## config.mk

```make
export PLATFORM = sky130hd
export DESIGN_NAME = adventure_move_scheduler
export DESIGN_NICKNAME = d
export VERILOG_FILES = /design/src/rtl/adventure_pkg.sv /design/src/rtl/adventure_move_scheduler_btn_sync.sv /design/src/rtl/adventure_move_scheduler.sv
export SDC_FILE = /design/constraint.sdc
export NUM_CORES = 1
export LEC_CHECK = 0
export CORE_ASPECT_RATIO = 1.25
export CORE_MARGIN = 5
export CORE_UTILIZATION = 50
export DETAILED_ROUTE_END_ITERATION = 10
export GPL_ROUTABILITY_DRIVEN = 0
export PLACE_DENSITY_LB_ADDON = 0.1
export SYNTH_ARGS = -nofsm -noshare
export SYNTH_HDL_FRONTEND = slang
export SYNTH_SLANG_ARGS = --single-unit
```

## constraint.sdc

```tcl
create_clock -name clk -period 2.8 [get_ports clk]
set_input_delay 0.84 -clock clk [delete_from_list [all_inputs] [get_ports clk]]
set_output_delay 0.84 -clock clk [all_outputs]
set_load 0.02 [all_outputs]
```

## src/rtl/adventure_pkg.sv

```systemverilog
// ---------------------------------------------------------------------------
// adventure_pkg
// Shared types and helpers for the Adventure_Game move scheduler.
//   state_t      : scheduler FSM states
//   DIR_N..DIR_W : bit positions of each direction in a {n,s,e,w} vector
//   prio_onehot  : fixed-priority (N > S > E > W) request-to-one-hot encoder
// ---------------------------------------------------------------------------
package adventure_pkg;

   typedef enum logic [2:0] {
      IDLE     = 3'd0,
      DEBOUNCE = 3'd1,
      ISSUE    = 3'd2,
      SETTLE   = 3'd3,
      RELEASE  = 3'd4,
      OVER     = 3'd5
   } state_t;

   localparam int DIR_N = 3;
   localparam int DIR_S = 2;
   localparam int DIR_E = 1;
   localparam int DIR_W = 0;

   // Keep only the highest-priority requested direction.
   function automatic logic [3:0] prio_onehot(input logic [3:0] req);
      logic [3:0] oh;
      oh = 4'b0000;
      if (req[DIR_N]) begin
         oh[DIR_N] = 1'b1;
      end else if (req[DIR_S]) begin
         oh[DIR_S] = 1'b1;
      end else if (req[DIR_E]) begin
         oh[DIR_E] = 1'b1;
      end else if (req[DIR_W]) begin
         oh[DIR_W] = 1'b1;
      end else begin
         oh = 4'b0000;
      end
      return oh;
   endfunction

endpackage

```

## src/rtl/adventure_move_scheduler_btn_sync.sv

```systemverilog
// ---------------------------------------------------------------------------
// btn_sync
// Two-flop synchronizer for a vector of asynchronous inputs.
//   clk   : system clock
//   reset : synchronous active-high reset, clears both stages
//   d     : raw asynchronous inputs
//   q     : synchronized outputs (two clock edges of latency)
// ---------------------------------------------------------------------------
module btn_sync #(
   parameter int WIDTH = 4
) (
   input  logic             clk,
   input  logic             reset,
   input  logic [WIDTH-1:0] d,
   output logic [WIDTH-1:0] q
);

   logic [WIDTH-1:0] meta_r;
   logic [WIDTH-1:0] sync_r;

   // Two-stage capture of the raw inputs.
   always_ff @(posedge clk) begin
      if (reset) begin
         meta_r <= {WIDTH{1'b0}};
         sync_r <= {WIDTH{1'b0}};
      end else begin
         meta_r <= d;
         sync_r <= meta_r;
      end
   end

   assign q = sync_r;

endmodule

```

## src/rtl/adventure_move_scheduler.sv

```systemverilog
// ---------------------------------------------------------------------------
// adventure_move_scheduler
// Synchronizes and debounces four direction buttons, picks one direction by
// fixed priority N > S > E > W, issues a single-cycle move pulse per press,
// waits for the room FSM to settle and locks out input after WIN/DIE.
//   clk, reset                : clock, synchronous active-high reset
//   btn_n/s/e/w               : raw asynchronous buttons
//   game_win, game_die        : status from the room FSM
//   N, S, E, W, move_valid    : one-hot move pulse and its qualifier
//   move_count                : saturating count of issued moves
//   busy, game_over           : FSM activity / absorbing OVER state
//   out_of_moves              : move budget exhausted
// Build option: define MOVE_LIMIT_EN to end the game after MAX_MOVES moves;
// without it out_of_moves is constant 0 and the count only saturates.
// ---------------------------------------------------------------------------
module adventure_move_scheduler
   import adventure_pkg::*;
#(
   parameter int DEBOUNCE_CYCLES = 4,
   parameter int SETTLE_CYCLES   = 2,
   parameter int CNT_W           = 8,
   parameter int MAX_MOVES       = 15
) (
   input  logic             clk,
   input  logic             reset,
   input  logic             btn_n,
   input  logic             btn_s,
   input  logic             btn_e,
   input  logic             btn_w,
   input  logic             game_win,
   input  logic             game_die,
   output logic             N,
   output logic             S,
   output logic             E,
   output logic             W,
   output logic             move_valid,
   output logic [CNT_W-1:0] move_count,
   output logic             busy,
   output logic             game_over,
   output logic             out_of_moves
);

   localparam int DB_W = (DEBOUNCE_CYCLES > 1) ? $clog2(DEBOUNCE_CYCLES) : 1;
   localparam int ST_W = (SETTLE_CYCLES > 1) ? $clog2(SETTLE_CYCLES) : 1;
   localparam logic [DB_W-1:0]  DB_LAST = DB_W'(DEBOUNCE_CYCLES - 1);
   localparam logic [ST_W-1:0]  ST_LAST = ST_W'(SETTLE_CYCLES - 1);
   localparam logic [CNT_W-1:0] CNT_MAX = {CNT_W{1'b1}};

   logic [3:0]       sync_s;
   logic             end_s;
   logic             limit_hit_s;
   logic             oom_set_s;
   state_t           state_r;
   state_t           state_nxt_s;
   logic [3:0]       cap_r;
   logic [DB_W-1:0]  deb_cnt_r;
   logic [ST_W-1:0]  set_cnt_r;
   logic [CNT_W-1:0] count_r;
   logic [3:0]       dir_r;
   logic             move_valid_r;
   logic             busy_r;
   logic             game_over_r;
   logic             oom_r;

   btn_sync #(.WIDTH(4)) u_sync (
      .clk   (clk),
      .reset (reset),
      .d     ({btn_n, btn_s, btn_e, btn_w}),
      .q     (sync_s)
   );

   assign end_s = game_win | game_die;

`ifdef MOVE_LIMIT_EN
   // count_r already includes the move just issued when SETTLE ends.
   assign limit_hit_s  = (count_r >= CNT_W'(MAX_MOVES));
   assign out_of_moves = oom_r;
`else
   logic unused_limit_s;
   assign limit_hit_s    = 1'b0;
   assign out_of_moves   = 1'b0;
   assign unused_limit_s = oom_r | (MAX_MOVES == 0);
`endif

   // Next-state selection; win/die overrides every state except OVER.
   always_comb begin
      state_nxt_s = state_r;
      oom_set_s   = 1'b0;
      if (end_s && (state_r != OVER)) begin
         state_nxt_s = OVER;
      end else begin
         case (state_r)
            IDLE: begin
               if (sync_s != 4'b0000) begin
                  state_nxt_s = DEBOUNCE;
               end else begin
                  state_nxt_s = IDLE;
               end
            end
            DEBOUNCE: begin
               if (sync_s != cap_r) begin
                  state_nxt_s = IDLE;
               end else if (deb_cnt_r == DB_LAST) begin
                  state_nxt_s = ISSUE;
               end else begin
                  state_nxt_s = DEBOUNCE;
               end
            end
            ISSUE: begin
               state_nxt_s = SETTLE;
            end
            SETTLE: begin
               if (set_cnt_r != ST_LAST) begin
                  state_nxt_s = SETTLE;
               end else if (limit_hit_s) begin
                  state_nxt_s = OVER;
                  oom_set_s   = 1'b1;
               end else begin
                  state_nxt_s = RELEASE;
               end
            end
            RELEASE: begin
               if (sync_s == 4'b0000) begin
                  state_nxt_s = IDLE;
               end else begin
                  state_nxt_s = RELEASE;
               end
            end
            OVER: begin
               state_nxt_s = OVER;
            end
            default: begin
               state_nxt_s = IDLE;
            end
         endcase
      end
   end

   // State, counters and outputs; outputs are decoded from the next state so
   // they are registered yet line up with the state they describe.
   always_ff @(posedge clk) begin
      if (reset) begin
         state_r      <= IDLE;
         cap_r        <= 4'b0000;
         deb_cnt_r    <= {DB_W{1'b0}};
         set_cnt_r    <= {ST_W{1'b0}};
         count_r      <= {CNT_W{1'b0}};
         dir_r        <= 4'b0000;
         move_valid_r <= 1'b0;
         busy_r       <= 1'b0;
         game_over_r  <= 1'b0;
         oom_r        <= 1'b0;
      end else begin
         state_r <= state_nxt_s;

         // cap_r is frozen for the whole debounce window.
         if (state_r == IDLE) begin
            cap_r <= sync_s;
         end else begin
            cap_r <= cap_r;
         end

         if ((state_r == DEBOUNCE) && (state_nxt_s == DEBOUNCE)) begin
            deb_cnt_r <= deb_cnt_r + DB_W'(1);
         end else begin
            deb_cnt_r <= {DB_W{1'b0}};
         end

         if ((state_r == SETTLE) && (state_nxt_s == SETTLE)) begin
            set_cnt_r <= set_cnt_r + ST_W'(1);
         end else begin
            set_cnt_r <= {ST_W{1'b0}};
         end

         // The issued pulse always counts, even if win/die arrives with it.
         if ((state_r == ISSUE) && (count_r != CNT_MAX)) begin
            count_r <= count_r + CNT_W'(1);
         end else begin
            count_r <= count_r;
         end

         if (state_nxt_s == ISSUE) begin
            dir_r        <= prio_onehot(cap_r);
            move_valid_r <= 1'b1;
         end else begin
            dir_r        <= 4'b0000;
            move_valid_r <= 1'b0;
         end

         busy_r      <= (state_nxt_s != IDLE) && (state_nxt_s != OVER);
         game_over_r <= (state_nxt_s == OVER);

         if (oom_set_s) begin
            oom_r <= 1'b1;
         end else begin
            oom_r <= oom_r;
         end
      end
   end

   assign N          = dir_r[DIR_N];
   assign S          = dir_r[DIR_S];
   assign E          = dir_r[DIR_E];
   assign W          = dir_r[DIR_W];
   assign move_valid = move_valid_r;
   assign move_count = count_r;
   assign busy       = busy_r;
   assign game_over  = game_over_r;

endmodule

```

* After elaboration in Yosys (flattened, before gate mapping)
Index checks and enable logic that the tools add are counted.
Widths: inputs -> output; s select.
** Cells by class
- Add/sub/neg operators :: 3
- Reductions and logical operators :: 15
- Equality and inequality tests :: 14
- Mux-type cells :: 12
- Bitwise logic cells :: 4
** Operator list (number)
- $pmux 3 s6 :: 1
- $eq 3x2->1 const B :: 4
- $eq 3x3->1 const B :: 3
- $mux 3 :: 3
- $add 8x1->8 const B :: 1
- $ne 8x8->1 const B :: 1
- $eq 3x1->1 const B :: 2
- $mux 1 :: 6
- $ne 3x3->1 const B :: 2
- $reduce_or 2->1 :: 3
- $logic_and 1x1->1 :: 5
- $reduce_or 5->1 :: 1
- $logic_not 4->1 :: 1
- $mux 2 :: 2
- $ne 4x4->1 :: 1
- $reduce_bool 4->1 :: 1
- $reduce_or 4->1 :: 1
- $logic_not 3->1 :: 1
- $not 1->1 :: 3
- $reduce_bool 3->1 :: 1
- $reduce_or 3->1 :: 1
- $add 2x1->2 const B :: 1
- $eq 2x2->1 const B :: 1
- $add 1x1->1 const B :: 1
- $or 1x1->1 :: 1
** Storage, ports and cells
- Input port bits :: 8
- Output and inout port bits :: 16
- Word-level logic and storage cells :: 62
- Register bits after elaboration :: 33

* Depth between registers and ports, before layout
- Word-level depth :: 9
- Gate-level depth with buffers :: 5
- Gate-level depth less buffers :: 5

* Cells and area by module
A second synthesis with hierarchy kept.
** Unflattened totals
- Cell total of the unflattened synthesis :: 138
- Area total of the unflattened synthesis :: 1445.1 µm²
** By module, submodules not included
- adventure_move_scheduler :: instances 1, area an instance 1234.9 µm², cells an instance 122, seq. area each 500.5 µm²
- btn_sync :: instances 1, area an instance 210.2 µm², cells an instance 16, seq. area each 160.2 µm²

* Worst setup path after synthesis
Ideal clock, no wire load.
- Path type :: register to register
- Start :: reg u_sync.sync_r[3], in the netlist u_sync.q[3]
- End :: reg dir_r[0]
- Arrival :: 1.856 ns
- Buffers on the path :: 0
- Clock period less this slack :: 1.949 ns
- Stages on the path, launching flop included :: 5
- Library setup time :: 0.093 ns
- Data required time :: 2.707 ns
- Path slack :: 0.851 ns
- Path through :: dfxtp_1 or4_4 a221o_1 a2111o_1 nor4_1
** Between the ends
- Cells in the longest elaborated chain, start to end :: 7
- Elaborated cells on any way between the ends :: 11
- Classes of those cells :: eq/ne: 2; mux: 5; bitwise: 1; reduce/logical: 3
** Ends and longest elaborated chain
- start: declaration :: line adventure_move_scheduler_btn_sync.sv:19 : logic [WIDTH-1:0] sync_r;
- start signal: assignment :: line adventure_move_scheduler_btn_sync.sv:25 : sync_r <= {WIDTH{1'b0}};
- start signal: assignment :: line adventure_move_scheduler_btn_sync.sv:28 : sync_r <= meta_r;
- $ne 4x4->1, or another cell as far along :: line adventure_move_scheduler.sv:101 : if (sync_s != cap_r) begin
- $mux 2, or another cell as far along :: line adventure_move_scheduler.sv:101
- $pmux 3 s6 * :: line adventure_move_scheduler.sv:92 : case (state_r)
- $mux 3 * :: line adventure_move_scheduler.sv:89 : if (end_s && (state_r != OVER)) begin
- $eq 3x2->1 * :: line adventure_move_scheduler.sv:182 : if (state_nxt_s == ISSUE) begin
- $not 1->1 (no line) *
- $reduce_or 5->1 (no line) *
- end signal: assignment :: line adventure_move_scheduler.sv:183 : dir_r <= prio_onehot(cap_r);
- end: declaration :: line adventure_move_scheduler.sv:59 : logic [3:0] dir_r;
Mark *: on every way between the ends. The rest lies on a longest branch, timed or not.
A chain may end at the register's enable or synchronous reset.

* Worst setup path after layout
- Start :: reg count_r[2], in the netlist move_count[2]
- End :: out move_count[2]
** RTL lines
- start: declaration :: line adventure_move_scheduler.sv:58 : logic [CNT_W-1:0] count_r;
- start signal: assignment :: line adventure_move_scheduler.sv:147 : count_r <= {CNT_W{1'b0}};
- start signal: assignment :: line adventure_move_scheduler.sv:177 : count_r <= count_r + CNT_W'(1);
- start signal: assignment :: line adventure_move_scheduler.sv:179 : count_r <= count_r;
- end: declaration :: line adventure_move_scheduler.sv:37 : output logic [CNT_W-1:0] move_count,
No word-level cell between the ends.

==> metrics.md <==
| Metric | Value |
|---|---|
| Status | `completed` |
| Cts-stage hold buffer count | `0` |
| Type of origin of the critical path | `flop` |
| Clock tree buffer depth | `2` |
| Vias per inst | `5.35` |
| TritonRoute pass-1 iters | `3` |
| GRT Overall Usage | `15.4%` |
| CP startpoint | `move_count[2]` |
| Total CTS buffers | `5` |
| Post-CTS setup buffers | `0` |
| Worst VDD drop | `385 µV` |
| Initial Util | `51.1%` |
| Initial antenna violation count | `0` |
| Ant diodes | `0` |
| Root buffer cell | `clkbuf_4` |
| Sequential area share after synthesis | `49.2%` |
| Layout area overhead | `23.4%` |
| Total Nets Final | `169` |
| Post-synthesis cell type count | `40` |
| Slowest CP cell | `clkdlybuf4s50_1` |
| Setup crit end kind | `output port` |
| RSZ-0062 raised after global routing | `false` |
| Crit-path cells | `clkdlybuf4s50_1` |
| Skew final | `around 0.0073 ns` |
| Port-buffer cells | `22` |
| Share of cells above drive strength 1 | `11.3%` |
| Net Count, Synth | `around 140` |
| FF-to-FF path depth | `4` |
| I/O pin count | `24` |
| Critical Path AT | `1.39 ns` |
| Number of global-route vias before repair | `1055` |
| Post-DP HPWL | `1850 µm` |
| CTS tree | `yes` |
| Fin. max-slew vios | `0` |
| Most frequent cells in the layout | `dfxtp_1, clkdlybuf4s50_1, nor2_1, xor2_1, nor2b_1` |
| Mapped Area | `1340 µm²` |
| Critical path depth | `1` |
| Maxcap violations | `0` |
| Final worst-path cycle share | `79.8%` |
| Pwr Density | `489 nW/µm²` |
| Tightest Hold Check Type | `reg2reg` |
| Multi-input logic area | `653 µm²` |
| R2r endpoint | `dir_r[0]` |
| Largest net degree at the start of global routing | `21` |
| Reg2reg setup slack | `0.65 ns` |
| Fillers | `231` |
| Final setup fails | `0` |
| Worst Tran Pin Value | `0.713 ns` |
| Grt total ovfl | `0` |
| Final worst path period need | `2.23 ns` |
| Met1 Wirelength | `1070 µm` |
| Post-synth EDFFs | `0` |
| Die area | `3830 µm²` |
| Syn Area/Cell | `around 10 µm²` |
| Slew margin rel. | `52.1%` |
| CTS sink cnt | `33` |
| Drt drc | `0` |
| Final Non-Filler Cells | `194` |
| Max Clock Freq | `447 MHz` |
| Post-Syn Instances | `132` |
| DRT iter0 DRCs | `21` |
| First-pass GRT wire length | `about 4500 µm` |
| Critical Path RT | `1.96 ns` |
| Row count | `21` |
| Met2 WL | `1240 µm` |
| Main synth FF type | `dfxtp_1` |
| LEAKAGE | `0.652 nW` |
| Total negative slack | `0 ns` |
| Max Used Layer | `met4` |
| Hold path startpoint | `deb_cnt_r[0]` |
| Worst-path clk slew | `roughly 0.090 ns` |
| Clk_lat worst skew | `between 0.3 and 0.4 ns` |
| Synth async-reset ratio | `0%` |
| Die W | `56.4 µm` |
| Worst hold slack | `approximately 0.44 ns` |
| Storage cell area | `661 µm²` |
| Post-Route WL | `2500 µm` |
| H-tree Lvls | `2` |
| Placed cell count | `186` |
| Slowest stage delay, CP | `0.64 ns` |
| Core area | `about 2600 µm²` |
| Post-cts sizing count | `0` |
| Critical path class | `reg2out` |
| Number of antenna-violating nets in the routed design | `0` |
| Reg2reg start | `u_sync.q[3]` |
| CP max FO | `6` |
| Worst setup path end | `move_count[2]` |
| Yosys reg bits | `33` |
| Vias | `1038` |
| Total power | `0.811 mW` |
| Routed wl met3 | `between 100 and 150 µm` |
| Yosys warning count | `0` |
| Wire per inst | `12.9 µm` |
| Worst path bufs/invs | `1` |
| Die Ht | `68.0 µm` |
| Top delay family on crit path | `buffers and inverters` |
| Most common cell after layout, fill and taps aside | `dfxtp_1` |
| Final hold vios | `0` |
[worst min-delay path by stage]
stage                    to  slack (ns)  cells after the start
3_5_place_dp    u_sync.q[3]        0.43                      1
2_1_floorplan  deb_cnt_r[0]        0.40                      1
4_1_cts         u_sync.q[0]        0.45                      1
5_1_grt         u_sync.q[0]        0.47                      1
3_3_place_gp   deb_cnt_r[0]        0.41                      1
6_report       deb_cnt_r[0]        0.44                      1
[cell families after synthesis]
kind of cell | Yosys count | share of synthesized area (%)
AOI/OAI and AO/OA | 15 | 9.68
other | 1 | 0.279
adders and majority gates | 2 | 1.86
xor gates and xnor gates | 11 | 7.17
buffers and inverters | 7 | 2.23
and+or+nand+nor | 58 | 25.9
muxes | 5 | 3.72
DFF | 33 | 49.2
[per-stage QoR]
step                instance area (µm²)  utilization, %  worst slack, ns
global placement                   1610            61.1            0.390
CTS                                1660            63.1            0.535
detailed placement                 1610            61.1            0.294
floorplan                          1340               -            0.851
global route                       1660            63.1            0.461
finish                             1660            63.1            0.565
[Yosys cell counts (2+ instances only)]
library cell / instances / area, µm²
dfxtp_1: 33 / 661
nor2_1: 18 / 67.6
xor2_1: 10 / 87.6
nor2b_1: 8 / 50.1
and3_1: 5 / 31.3
mux2i_1: 5 / 50.1
nor3_1: 5 / 25.0
nor4_1: 5 / 31.3
clkbuf_1: 4 / 15.0
o211ai_1: 3 / 22.5
and2_1: 2 / 12.5
ha_1: 2 / 25.0
inv_1: 2 / 7.51
nor4b_1: 2 / 17.5
o2111ai_1: 2 / 17.5
or3b_2: 2 / 17.5
[per-layer routing]
metal | vias up | track usage, %
li1 | 528 | -
met1 | 483 | 15.9
met2 | 21 | 27.0
met3 | 6 | 6.42
met4 | 0 | 8.01
met5 | - | 0
[state kept, by name, summed over array words and instances, names as in the netlist]
register       cells
set_cnt_r          1
deb_cnt_r          2
state_r            3
dir_r              4
move_valid         1
u_sync.meta_r      4
u_sync.q           4
busy               1
move_count         8
game_over          1
cap_r              4
[report_power, final]
group	internal, mW	switching (mW)	total [mW]
Sequential	0.480	0.00983	0.490
Combinational	0.0392	0.0375	0.0768
Clock	0.0955	0.148	0.244
[area by class of cell]
| cell class | count | area share (%) |
|---|---|---|
| Inverter | 2 | 0.453 |
| Multi-Input combinational cell | 92 | 39.4 |
| Tap cell | 34 | 2.57 |
| Timing Repair Buffer | 25 | 14.6 |
| Clock buffer | 6 | 2.49 |
| Sequential cell | 33 | 39.8 |
| Clock inverter | 2 | 0.604 |
No activity file was read; power rests on OpenSTA's default activity.
